===== config.mk =====
export PLATFORM = sky130hd
export DESIGN_NAME = mem_access_unit
export DESIGN_NICKNAME = d
export VERILOG_FILES = /design/src/rtl/mem_access_unit.sv
export SDC_FILE = /design/constraint.sdc
export NUM_CORES = 1
export LEC_CHECK = 0
export CAP_MARGIN = 20
export CORE_ASPECT_RATIO = 1.5
export CORE_MARGIN = 2
export CORE_UTILIZATION = 37
export DETAILED_ROUTE_END_ITERATION = 16
export PLACE_DENSITY = 0.78
export SLEW_MARGIN = 20
export SYNTH_ARGS = -nofsm -noshare
export SYNTH_HDL_FRONTEND = slang
export SYNTH_SLANG_ARGS = --single-unit

===== constraint.sdc =====
create_clock -name clk -period 1.9 [get_ports clk]
set_input_delay 0.19 -clock clk [delete_from_list [all_inputs] [get_ports clk]]
set_output_delay 0.19 -clock clk [all_outputs]
set_load 0.005 [all_outputs]

===== src/rtl/mem_access_unit.sv =====
// Memory-access pipeline stage: latches one EX instruction, issues at most one data
// request, aligns/extends load data. Define MEM_ALIGN_CHECK_EN to trap misaligned accesses via ale.
module mem_access_unit (
  input  logic        clk,
  input  logic        rst,
  input  logic        ls_valid,
  output logic        ts_ready,
  input  logic        ns_ready,
  output logic        ts_valid,
  input  logic        stall,
  input  logic        flush,
  input  logic [31:0] ex_pc,
  input  logic [31:0] ex_inst,
  input  logic [31:0] ex_alu_result,
  input  logic [31:0] ex_store_data,
  input  logic [3:0]  ex_mem_op,
  input  logic [4:0]  ex_rw_addr,
  input  logic        ex_rw_en,
  output logic [31:0] mem_pc,
  output logic [31:0] mem_inst,
  output logic [31:0] mem_rw_data,
  output logic [4:0]  mem_rw_addr,
  output logic        mem_rw_en,
  output logic        dreq_valid,
  input  logic        dreq_ready,
  output logic        dreq_we,
  output logic [31:0] dreq_addr,
  output logic [3:0]  dreq_wstrb,
  output logic [31:0] dreq_wdata,
`ifdef MEM_ALIGN_CHECK_EN
  output logic        ale,
`endif
  input  logic        dresp_valid,
  input  logic [31:0] dresp_rdata
);

  localparam logic [31:0] ADDR_INVALID     = 32'h0000_0000;
  localparam logic [31:0] DATA_INVALID     = 32'h0000_0000;
  localparam logic [4:0]  REG_ADDR_INVALID = 5'd0;
  localparam logic        EN_INVALID       = 1'b0;

  localparam logic [3:0] OP_NONE  = 4'd0;
  localparam logic [3:0] OP_LD_B  = 4'd1;
  localparam logic [3:0] OP_LD_H  = 4'd2;
  localparam logic [3:0] OP_LD_W  = 4'd3;
  localparam logic [3:0] OP_LD_BU = 4'd4;
  localparam logic [3:0] OP_LD_HU = 4'd5;
  localparam logic [3:0] OP_ST_B  = 4'd6;
  localparam logic [3:0] OP_ST_H  = 4'd7;
  localparam logic [3:0] OP_ST_W  = 4'd8;

  typedef enum logic [2:0] {
    S_IDLE,
    S_REQ,
    S_WAIT,
    S_DONE,
    S_DRAIN
  } state_e;

  state_e      state_q, state_d;
  logic [31:0] pc_q, pc_d;
  logic [31:0] inst_q, inst_d;
  logic [31:0] addr_q, addr_d;
  logic [31:0] sdata_q, sdata_d;
  logic [3:0]  op_q, op_d;
  logic [4:0]  rw_addr_q, rw_addr_d;
  logic        rw_en_q, rw_en_d;
  logic [31:0] rw_data_q, rw_data_d;

  logic        accept;
  logic        in_is_mem;
  logic [7:0]  byte_lane;
  logic [15:0] half_lane;
  logic [31:0] load_data;

`ifdef MEM_ALIGN_CHECK_EN
  logic ale_q, ale_d;
  logic in_misaligned;

  always_comb begin
    in_misaligned = 1'b0;
    case (ex_mem_op)
      OP_LD_H, OP_LD_HU, OP_ST_H: in_misaligned = ex_alu_result[0];
      OP_LD_W, OP_ST_W:           in_misaligned = |ex_alu_result[1:0];
      default:                    in_misaligned = 1'b0;
    endcase
  end

  assign ale = ale_q && (state_q == S_DONE);
`endif

  // Handshake: stall and flush both veto acceptance even when ts_ready is high.
  assign ts_valid  = (state_q == S_DONE) && !stall;
  assign ts_ready  = (state_q == S_IDLE) || ((state_q == S_DONE) && ns_ready && !stall);
  assign accept    = ls_valid && ts_ready && !stall && !flush;
  assign in_is_mem = (ex_mem_op >= OP_LD_B) && (ex_mem_op <= OP_ST_W);

  // Request payload comes only from latched state, so it cannot move while in REQ.
  assign dreq_valid = (state_q == S_REQ);
  assign dreq_addr  = {addr_q[31:2], 2'b00};
  assign dreq_we    = (op_q == OP_ST_B) || (op_q == OP_ST_H) || (op_q == OP_ST_W);

  always_comb begin
    // NOTE: every combinational output gets a default first so no path infers a latch.
    dreq_wstrb = 4'h0;
    dreq_wdata = sdata_q;
    case (op_q)
      OP_ST_B: begin
        dreq_wstrb = 4'b0001 << addr_q[1:0];
        dreq_wdata = {4{sdata_q[7:0]}};
      end
      OP_ST_H: begin
        dreq_wstrb = 4'b0011 << {addr_q[1], 1'b0};
        dreq_wdata = {2{sdata_q[15:0]}};
      end
      OP_ST_W: dreq_wstrb = 4'hF;
      default: dreq_wstrb = 4'h0;
    endcase
  end

  always_comb begin
    case (addr_q[1:0])
      2'd1:    byte_lane = dresp_rdata[15:8];
      2'd2:    byte_lane = dresp_rdata[23:16];
      2'd3:    byte_lane = dresp_rdata[31:24];
      default: byte_lane = dresp_rdata[7:0];
    endcase
    half_lane = addr_q[1] ? dresp_rdata[31:16] : dresp_rdata[15:0];
    case (op_q)
      OP_LD_B:  load_data = {{24{byte_lane[7]}}, byte_lane};
      OP_LD_H:  load_data = {{16{half_lane[15]}}, half_lane};
      OP_LD_W:  load_data = dresp_rdata;
      OP_LD_BU: load_data = {24'd0, byte_lane};
      OP_LD_HU: load_data = {16'd0, half_lane};
      default:  load_data = 32'd0;
    endcase
  end

  always_comb begin
    state_d   = state_q;
    pc_d      = pc_q;
    inst_d    = inst_q;
    addr_d    = addr_q;
    sdata_d   = sdata_q;
    op_d      = op_q;
    rw_addr_d = rw_addr_q;
    rw_en_d   = rw_en_q;
    rw_data_d = rw_data_q;
`ifdef MEM_ALIGN_CHECK_EN
    ale_d     = ale_q;
`endif

    case (state_q)
      S_REQ: begin
        if (flush)           state_d = dreq_ready ? S_DRAIN : S_IDLE;
        else if (dreq_ready) state_d = S_WAIT;
      end
      S_WAIT: begin
        if (flush) begin
          state_d = dresp_valid ? S_IDLE : S_DRAIN;
        end else if (dresp_valid) begin
          state_d   = S_DONE;
          rw_data_d = load_data;
        end
      end
      S_DONE: begin
        if (flush || (ns_ready && !stall)) state_d = S_IDLE;
      end
      S_DRAIN: begin
        if (dresp_valid) state_d = S_IDLE;
      end
      default: state_d = S_IDLE;
    endcase

    // A new instruction overrides the IDLE return chosen above (back-to-back from DONE).
    if (accept) begin
      pc_d      = ex_pc;
      inst_d    = ex_inst;
      addr_d    = ex_alu_result;
      sdata_d   = ex_store_data;
      op_d      = ex_mem_op;
      rw_addr_d = ex_rw_addr;
      rw_en_d   = ex_rw_en;
      rw_data_d = ex_alu_result;
      state_d   = in_is_mem ? S_REQ : S_DONE;
`ifdef MEM_ALIGN_CHECK_EN
      ale_d     = 1'b0;
      if (in_is_mem && in_misaligned) begin
        state_d = S_DONE;
        ale_d   = 1'b1;
        rw_en_d = 1'b0;
      end
`endif
    end
  end

  always_ff @(posedge clk) begin
    if (rst) begin
      state_q   <= S_IDLE;
      pc_q      <= ADDR_INVALID;
      inst_q    <= DATA_INVALID;
      addr_q    <= 32'd0;
      sdata_q   <= 32'd0;
      op_q      <= OP_NONE;
      rw_addr_q <= REG_ADDR_INVALID;
      rw_en_q   <= EN_INVALID;
      rw_data_q <= DATA_INVALID;
`ifdef MEM_ALIGN_CHECK_EN
      ale_q     <= 1'b0;
`endif
    end else begin
      // NOTE: state updates are non-blocking so every register samples pre-edge values.
      state_q   <= state_d;
      pc_q      <= pc_d;
      inst_q    <= inst_d;
      addr_q    <= addr_d;
      sdata_q   <= sdata_d;
      op_q      <= op_d;
      rw_addr_q <= rw_addr_d;
      rw_en_q   <= rw_en_d;
      rw_data_q <= rw_data_d;
`ifdef MEM_ALIGN_CHECK_EN
      ale_q     <= ale_d;
`endif
    end
  end

  assign mem_pc      = pc_q;
  assign mem_inst    = inst_q;
  assign mem_rw_data = rw_data_q;
  assign mem_rw_addr = rw_addr_q;
  assign mem_rw_en   = rw_en_q;

endmodule


# Word-level counts from Yosys, hierarchy flattened
# Cells that the tools add are included.
# word_totals
regBits	173
out_inout_bits	174
# op_classes
n_lt_le_gt_ge	2
eq_ne	20
shifts	2
muxes	20
n_reduce_logical	19
# op_table
op	count
$pmux W32 S5	1
$mux W32	4
$pmux W32 S2	1
$mux W3	9
$pmux W8 S3	1
$eq A4 B3 Y1 const B	4
$mux W16	1
$pmux W3 S4	1
$pmux W4 S3	1
$eq A4 B2 Y1 const B	2
$logic_and A1 B1 Y1	8
$eq A3 B2 Y1 const B	2
$eq A2 B2 Y1 const B	2
$eq A4 B1 Y1 const B	1
$eq A4 B4 Y1 const B	1
$ge A4 B1 Y1 const B	1
$le A4 B4 Y1 const B	1
$logic_or A1 B1 Y1	4
$ne A4 B2 Y1 const B	1
$ne A4 B4 Y1 const B	1
$reduce_and A4 Y1	1
$reduce_bool A2 Y1	2
$shl A1 B2 Y4 const A	1
$shl A2 B2 Y4 const A	1
other kinds (10)	11

# Longest topological paths before layout
# Gate-level depths: netlist (run 1).
# logic_depth
word_depth	9
depth_mapped	8
mapped_depth_nobuf	4

# Least setup slack after synthesis (run 1)
# No wires, ideal clock.
# synth_path
path_kind	register to register
from	register addr_q[0]
to	register rw_data_q[2], in the netlist mem_rw_data[2]
setup_ns	0.134
t_arrival_ns	1.619
required_time_ns	1.766
path_slack_ns	0.147
stages_incl_launch_ff	6
path_buffers	1
period_less_slack_ns	1.753
cell_sequence	dfxtp_1 -> buf_4 -> mux4_2 -> a311o_1 -> a221oi_2 -> a211oi_2
# synth_via
elab_chain_cells	7
elab_cells_between_ends	9
classes_between	eq/ne (3); mux (6)
# synth_rtl
element	line_no	rtl
start: declaration	63	logic [31:0] addr_q, addr_d;
start signal: assignment	216	addr_q <= addr_d;
$eq A2 B2 Y1 or $eq A2 B1 Y1 (tied branches)	122	case (addr_q[1:0])
$pmux W8 S3 (*)	122	
$pmux W32 S5 (*)	129	case (op_q)
$mux W32 (*)	161	end else if (dresp_valid) begin
$mux W32 (*)	159	if (flush) begin
$mux W32 (*)	153	case (state_q)
$mux W32 (*)	176	if (accept) begin
end signal: assignment	221	rw_data_q <= rw_data_d;
end: declaration	68	logic [31:0] rw_data_q, rw_data_d;
# Mark *: on every way between the ends. The rest lies on a longest branch, timed or not. The select of a mux whose other input is x is not followed.
# A chain may end at the register's enable or synchronous reset.

# Worst setup path after layout (run 1)
# layout_path
from	register op_q[3]
to	output dreq_wdata[9]
# layout_via
elab_chain_cells	2
elab_cells_between_ends	3
classes_between	eq/ne (2); mux (1)
# layout_rtl
element	line_no	rtl
start: declaration	65	logic [3:0] op_q, op_d;
start signal: assignment	218	op_q <= op_d;
$eq A4 B3 Y1	107	case (op_q)
$pmux W32 S2 (*)	107	
end: declaration	29	output logic [31:0] dreq_wdata,
# Mark *: on every way between the ends. The rest lies on a longest branch, timed or not.

==> results of run 1 <==
## cell families (layout without fill, tap and decap cells)
kind of cell | count (synthesis) | after routing | synth area share, %
and+or+nand+nor | 358 | 359 | 18.68
AOI/OAI and AO/OA | 300 | 300 | 24.66
DFF | 173 | 173 | 41.57
buffers and inverters | 140 | 504 | 9.281
muxes | 34 | 34 | 5.556
xor gates and xnor gates | 2 | 2 | 0.2103
other | 1 | 2 | 0.04501
## worst max-delay path by stage
stage	startpoint	end	slack (ns)
6_report	op_q[3]$_SDFFE_PP0P_	dreq_wdata[9]	-0.005
5_1_grt	op_q[3]$_SDFFE_PP0P_	dreq_wdata[11]	-0.06
4_1_cts	op_q[3]$_SDFFE_PP0P_	dreq_wdata[11]	-0.13
3_5_place_dp	flush	mem_rw_data[30]$_SDFFE_PP0P_	-0.20
3_3_place_gp	flush	mem_rw_data[5]$_SDFFE_PP0P_	-0.16
2_1_floorplan	addr_q[0]$_SDFFE_PP0P_	mem_rw_data[2]$_SDFFE_PP0P_	0.15
## cells in the final DEF, fill, tap and decap left out, types with 5 or more instances in the layout
cell type and n:
o21ai_1 19, nor3_1 17, mux2i_1 5, nand2_1 289, nor2_1 6, buf_12 19
o2111ai_1 15, nor4_1 14, o211ai_1 10, a211oi_2 14, buf_6 15, a21oi_1 137
a211oi_1 9, mux2_4 6, a2bb2oi_1 9, a311o_1 16, o21ai_0 7, clkbuf_2 8
a221oi_2 6, dfxtp_1 165, mux2_2 12, dlygate4sd2_1 13, mux4_2 8, buf_4 83
a22oi_1 32, clkbuf_16 21, clkdlybuf4s50_1 316
## power groups by stage
stage	logic, W	clock network [W]	registers, W
CTS	0.00165	0.00364	0.00387
detailed placement	0.00164	0	0.00395
global placement	0.00162	0	0.00395
finish	0.00173	0.00360	0.00387
global route	0.00184	0.00379	0.00389
floorplan	0.000663	0	0.00393
## Yosys cell counts, types with 3 or more instances
library cell | instances | area [um2]
clkbuf_1 | 36 | 135.1
nor4_1 | 15 | 93.84
and3b_1 | 3 | 26.28
nand2_1 | 290 | 1089
o211a_1 | 3 | 30.03
nor2_1 | 6 | 22.52
buf_1 | 3 | 11.26
mux4_2 | 8 | 180.2
nor3_1 | 19 | 95.09
a311o_1 | 16 | 160.2
a22oi_1 | 32 | 240.2
o21ai_1 | 16 | 80.08
o2111ai_1 | 16 | 140.1
mux2i_1 | 8 | 80.08
a221oi_2 | 7 | 105.1
buf_2 | 45 | 225.2
buf_4 | 49 | 367.9
a2bb2oi_1 | 9 | 78.83
mux2_2 | 18 | 202.7
a211oi_2 | 12 | 150.1
o311ai_0 | 7 | 61.31
nor2b_1 | 3 | 18.77
dfxtp_1 | 173 | 3463
inv_1 | 5 | 18.77
o21ai_0 | 10 | 50.05
o211ai_1 | 10 | 75.07
a21oi_1 | 138 | 690.7
o21a_1 | 3 | 22.52
a211oi_1 | 11 | 82.58
## through the flow
step,instance area [um2],hold WS [ns],setup WS [ns],utilization [%],TNS [ns]
6_report,13460,0.2244,-0.004876,60.59,-0.01012
5_1_grt,13460,0.2216,-0.05743,60.59,-0.2832
4_1_cts,13190,0.1918,-0.1329,59.38,-0.3444
3_5_place_dp,12370,0.4453,-0.2006,55.70,-21.77
3_3_place_gp,12370,0.4378,-0.1595,55.70,-17.72
2_1_floorplan,8335,0.3260,0.1473,-,0
## timing repair
item,CTS,global route
pin swaps,4,6
setup buffers,11,10
setup endpoints to repair,40,81
resized for setup,110,52
gates cloned,1,5
## critical path, cell delays in order (launching register included)
cell	delay [ns]
dfxtp_2	0.33
inv_2	0.07
nand3_4	0.10
nor2_4	0.13
buf_6	0.13
buf_6	0.10
mux2_4	0.30
buf_6	0.12
## area by class of cell
| cell class | instances | share of cell area (%) |
|---|---|---|
| clock inverter | 10 | 1.041 |
| tap | 276 | 2.566 |
| sequential | 173 | 25.88 |
| timing repair buffer | 467 | 35.04 |
| multi-input combinational | 697 | 31.96 |
| clock buffer | 21 | 3.346 |
| inverter | 6 | 0.1673 |
## registers in the layout, indices dropped and copies added (netlist names)
register,flops
addr_q,32
mem_inst,32
mem_pc,32
mem_rw_addr,5
mem_rw_data,32
mem_rw_en,1
op_q,4
sdata_q,32
state_q,3
## per-layer routing
layer	vias up	GRT usage [%]	wire, um
li1	4243	-	-
met1	4249	27.75	11660
met2	439	44.41	16470
met3	73	6.248	2438
met4	0	10.65	1054
met5	-	0	0
==> flow_metrics.tcl, run 1 <==
set metrics [dict create \
    rsz0062_at_grt "yes" \
    avgRoutedWirePerCell_um 19.17 \
    rows 67 \
    vias_per_cell 5.457 \
    path_class "reg2out" \
    worstMarginPinSlew_ns 0.5264 \
    yosys_register_bits 173 \
    antenna_left 0 \
    die_h_um 187.8 \
    worstPathRequired_ns 1.71 \
    start_util_pct 37.50 \
    cts_tree "done" \
    clkLatencyLatePin_ns 0.43 \
    avgSynthCellArea_um2 8.266 \
    grt_max_degree 108 \
    numCtsBuffers 17 \
    hp-start "rst" \
    fillers 1873 \
    violations "setup timing" \
    routed_wl_um 31630 \
    die_area_um2 23760 \
    p_comb_share_pct 18.8 \
    power_leakage_nw 4.857 \
    switching_share_pct 25.51 \
    finalHoldViolCount 0 \
    internal_power_w 0.006853 \
    antenna_found_initial 0 \
    numPortBuffers 349 \
    synth_cell_types 59 \
    cts_hold_buffers 0 \
    synth_ff_type "dfxtp_1" \
    r2r-end "mem_rw_data[20]$_SDFFE_PP0P_" \
    vias 9004 \
    gp_congestion 0.9126 \
    path_max_fanout 4 \
    dp.cells 1594 \
    synthArstFlopShare_pct 0 \
    multi_input_comb_area_um2 4302 \
    power_density_nw_per_um2 683.4 \
    power_frac_seq_pct 42.1 \
    max_freq_mhz 525.0 \
    dp_hpwl_um 22820 \
    synth_edf_count 0 \
    setup_ws_ns -0.004876 \
    post_route_cells_drive_above_1_share_pct 18.49 \
    syn-cell-area_um2 8332 \
    status "complete, but fails checks" \
    drc 0 \
    grt_pass1_wl_um 47050 \
    grt_pass1_vias 8682 \
    maxSlewHeadroom_pct 64.91 \
    clkSinkCount 173 \
    yosysSeqAreaShare_pct 41.57 \
    finalSetupViolations 4 \
    reg2reg_slack_ns 0.03 \
    arrival_ns 1.71 \
    drtIter0Drc 690 \
    cap_viol_max_count 0 \
    crit_path_end_kind "primary output" \
    rr_startpoint "state_q[2]$_SDFFE_PP0P_" \
    ir_drop_uv 525.8 \
    antenna_cells 0 \
    rr_worst_depth 6 \
    stdcell_count 1650 \
    grt_overflow 0 \
    hp-class "in2reg" \
    layout.nets 1540 \
    fin_skew_ns 0.008131 \
    htreeDepth 4 \
    hold_path_end "state_q[1]$_SDFFE_PP0P_" \
    slew_viol_final 0 \
    p_total_w 0.009199 \
    grt_usage_pct 24.89 \
    die_x_um 126.5 \
    clock-root-buffer "clkbuf_16" \
    clkTransAtPathRegs_ns 0.06 \
    cts.path.max_buffers 2 \
    synthToLayoutAreaGrowth_pct 61.56 \
    fin_crit_sh_pct 100.3 \
    syn_inst 1008 \
    clock_power_share_pct 39.1 \
    start_kind "flop" \
    min_path_cells 3 \
    ys_warn_count 0 \
    dr.pass1.iters 5 \
    period_needed_ns 1.905 \
    regArea_um2 3483 \
    pin_count 352 \
    core_area_um2 22220 \
    switchingPower_w 0.002347 \
]
Note: power is estimated with default switching activity, not from simulation.
==> inputs of run 2 (changes only) <==
CORE_UTILIZATION = 39   (was 37)
HOLD_SLACK_MARGIN = 0.08   (was not set)
PLACE_DENSITY = 0.81   (was 0.78)
REMOVE_ABC_BUFFERS = 1   (was not set)
==> flow_metrics.tcl, run 2 (same netlist as run 1, synthesis figures left out) <==
set metrics [dict create \
    maxSlewHeadroom_pct 65.09 \
    power_frac_seq_pct 41.3 \
    design_area_um2 13680 \
    slew_viol_final 0 \
    clkSinkCount 173 \
    clkLatencyLatePin_ns 0.44 \
    core_area_um2 20980 \
    hp-class "in2reg" \
    grt_overflow 0 \
    grt_pass1_vias 8706 \
    violations "setup timing" \
    power_density_nw_per_um2 685.2 \
    worstPathRequired_ns 1.71 \
    status "complete, but fails checks" \
    routed_wl_um 31730 \
    antenna_found_initial 0 \
    start_util_pct 39.71 \
    post_dp_cell_area_um2 12380 \
    crit_path_end_kind "primary output" \
    pin_count 352 \
    synthToLayoutAreaGrowth_pct 64.15 \
    antenna_cells 0 \
    finalSetupViolations 13 \
    stdcell_count 1654 \
    grt_max_degree 111 \
    clock-root-buffer "clkbuf_16" \
    clock_power_share_pct 39.8 \
    die_area_um2 22570 \
    gp_congestion 0.9431 \
    clkTransAtPathRegs_ns 0.07 \
    ir_drop_uv 581.4 \
    grt_pass1_wl_um 46560 \
    cts.path.max_buffers 2 \
    antenna_left 0 \
    setup_ws_ns -0.1081 \
    avgRoutedWirePerCell_um 19.18 \
    path_common_cell "buf_6" \
    drc 0 \
    die_x_um 123.3 \
    p_comb_share_pct 18.9 \
    start_kind "flop" \
    numPortBuffers 349 \
    htreeDepth 4 \
    dr.pass1.iters 6 \
    dp_hpwl_um 21620 \
    vias_per_cell 5.569 \
    regArea_um2 3490 \
    worstMarginPinSlew_ns 0.5236 \
    internal_power_w 0.007000 \
    grt_usage_pct 26.47 \
    period_needed_ns 2.008 \
    power_leakage_nw 4.938 \
    numCtsBuffers 17 \
    post_route_cells_drive_above_1_share_pct 19.05 \
    critPathMaxStageDelay_ns 0.32 \
    arrival_ns 1.82 \
    cts_tree "done" \
    switchingPower_w 0.002371 \
    fin_crit_sh_pct 105.7 \
    finalHoldViolCount 0 \
    cap_viol_max_count 0 \
    vias 9211 \
    fillers 1684 \
    path_class "reg2out" \
    switching_share_pct 25.30 \
    slowest_stage "dfxtp_2" \
    max_freq_mhz 498.0 \
    die_h_um 183.0 \
    dp.cells 1589 \
    p_total_w 0.009371 \
    crit_chain "inv_2 > nand3_4 > buf_12 > nor2_4 > buf_6 > buf_6 > mux2_4 > buf_6" \
    drtIter0Drc 821 \
    mostFrequentLayoutCell "clkdlybuf4s50_1" \
    fin_skew_ns 0.01588 \
    rsz0062_at_grt "yes" \
    layout.nets 1552 \
    path_max_fanout 4 \
    layout_common_cells "316 x clkdlybuf4s50_1, 289 x nand2_1, 164 x dfxtp_1" \
    multi_input_comb_area_um2 4364 \
    rows 65 \
]
run 2: area by class of cell:
| class | instances | share of cell area, % |
|---|---|---|
| timing repair buffer | 479 | 35.48 |
| sequential | 173 | 25.51 |
| inverter | 6 | 0.1647 |
| tap | 268 | 2.452 |
| multi-input combinational | 697 | 31.91 |
| clock buffer | 20 | 3.266 |
| clock inverter | 11 | 1.217 |
run 2: stage by stage:
stage	setup slack, ns	setup TNS, ns	hold WS [ns]	utilization [%]
global placement	-0.2678	-24.77	0.4378	59.02
floorplan	-3.054	-456.04	0.2546	-
detailed placement	-0.2791	-31.06	0.4464	59.02
CTS	-0.1901	-1.109	0.1705	63.69
finish	-0.1081	-0.6608	0.2146	65.18
global route	-0.1800	-1.919	0.2170	65.18
run 2: repair_timing:
item	4_1_cts	5_1_grt
buffers inserted	17	13
resized for setup	135	35
hold buffers	0	0
pin swaps	15	20
setup endpoints to repair	53	103
gates cloned	2	6
run 2: power by group through the flow:
stage / sequential, W / combinational [W] / clock [W]
floorplan: 0.00396 / 0.000506 / 0
global placement: 0.00395 / 0.00160 / 0
detailed placement: 0.00395 / 0.00162 / 0
CTS: 0.00387 / 0.00166 / 0.00379
global route: 0.00388 / 0.00188 / 0.00393
finish: 0.00387 / 0.00177 / 0.00373
run 2: critical path: cells and delay by family, from the launching register on:
kind / cells / cell delay, ns
DFF: 1 / 0.32
buffers and inverters: 5 / 0.57
and+or+nand+nor: 2 / 0.20
muxes: 1 / 0.30
run 2: path summary, 6_finish.rpt:
check,start,to,slack (ns),cells past startpoint
min reg2reg,mem_pc[17]$_SDFFE_PP0P_,mem_pc[17]$_SDFFE_PP0P_,0.45,2
max,op_q[3]$_SDFFE_PP0P_,dreq_wdata[12],-0.11,8
min,rst,state_q[1]$_SDFFE_PP0P_,0.21,3
max reg2reg,state_q[1]$_SDFFE_PP0P_,mem_rw_data[31]$_SDFFE_PP0P_,-0.09,7
run 2: per-layer routing:
metal  vias up  wire (um)  track usage (%)  share of wire (%)
met2       523      16150            45.69                 51
met3       102       2778            7.183                8.8
li1       4280          -                -                  -
met4         0       1338            12.14                4.2
met5         -          0                0                  0
met1      4306      11460            29.88                 36
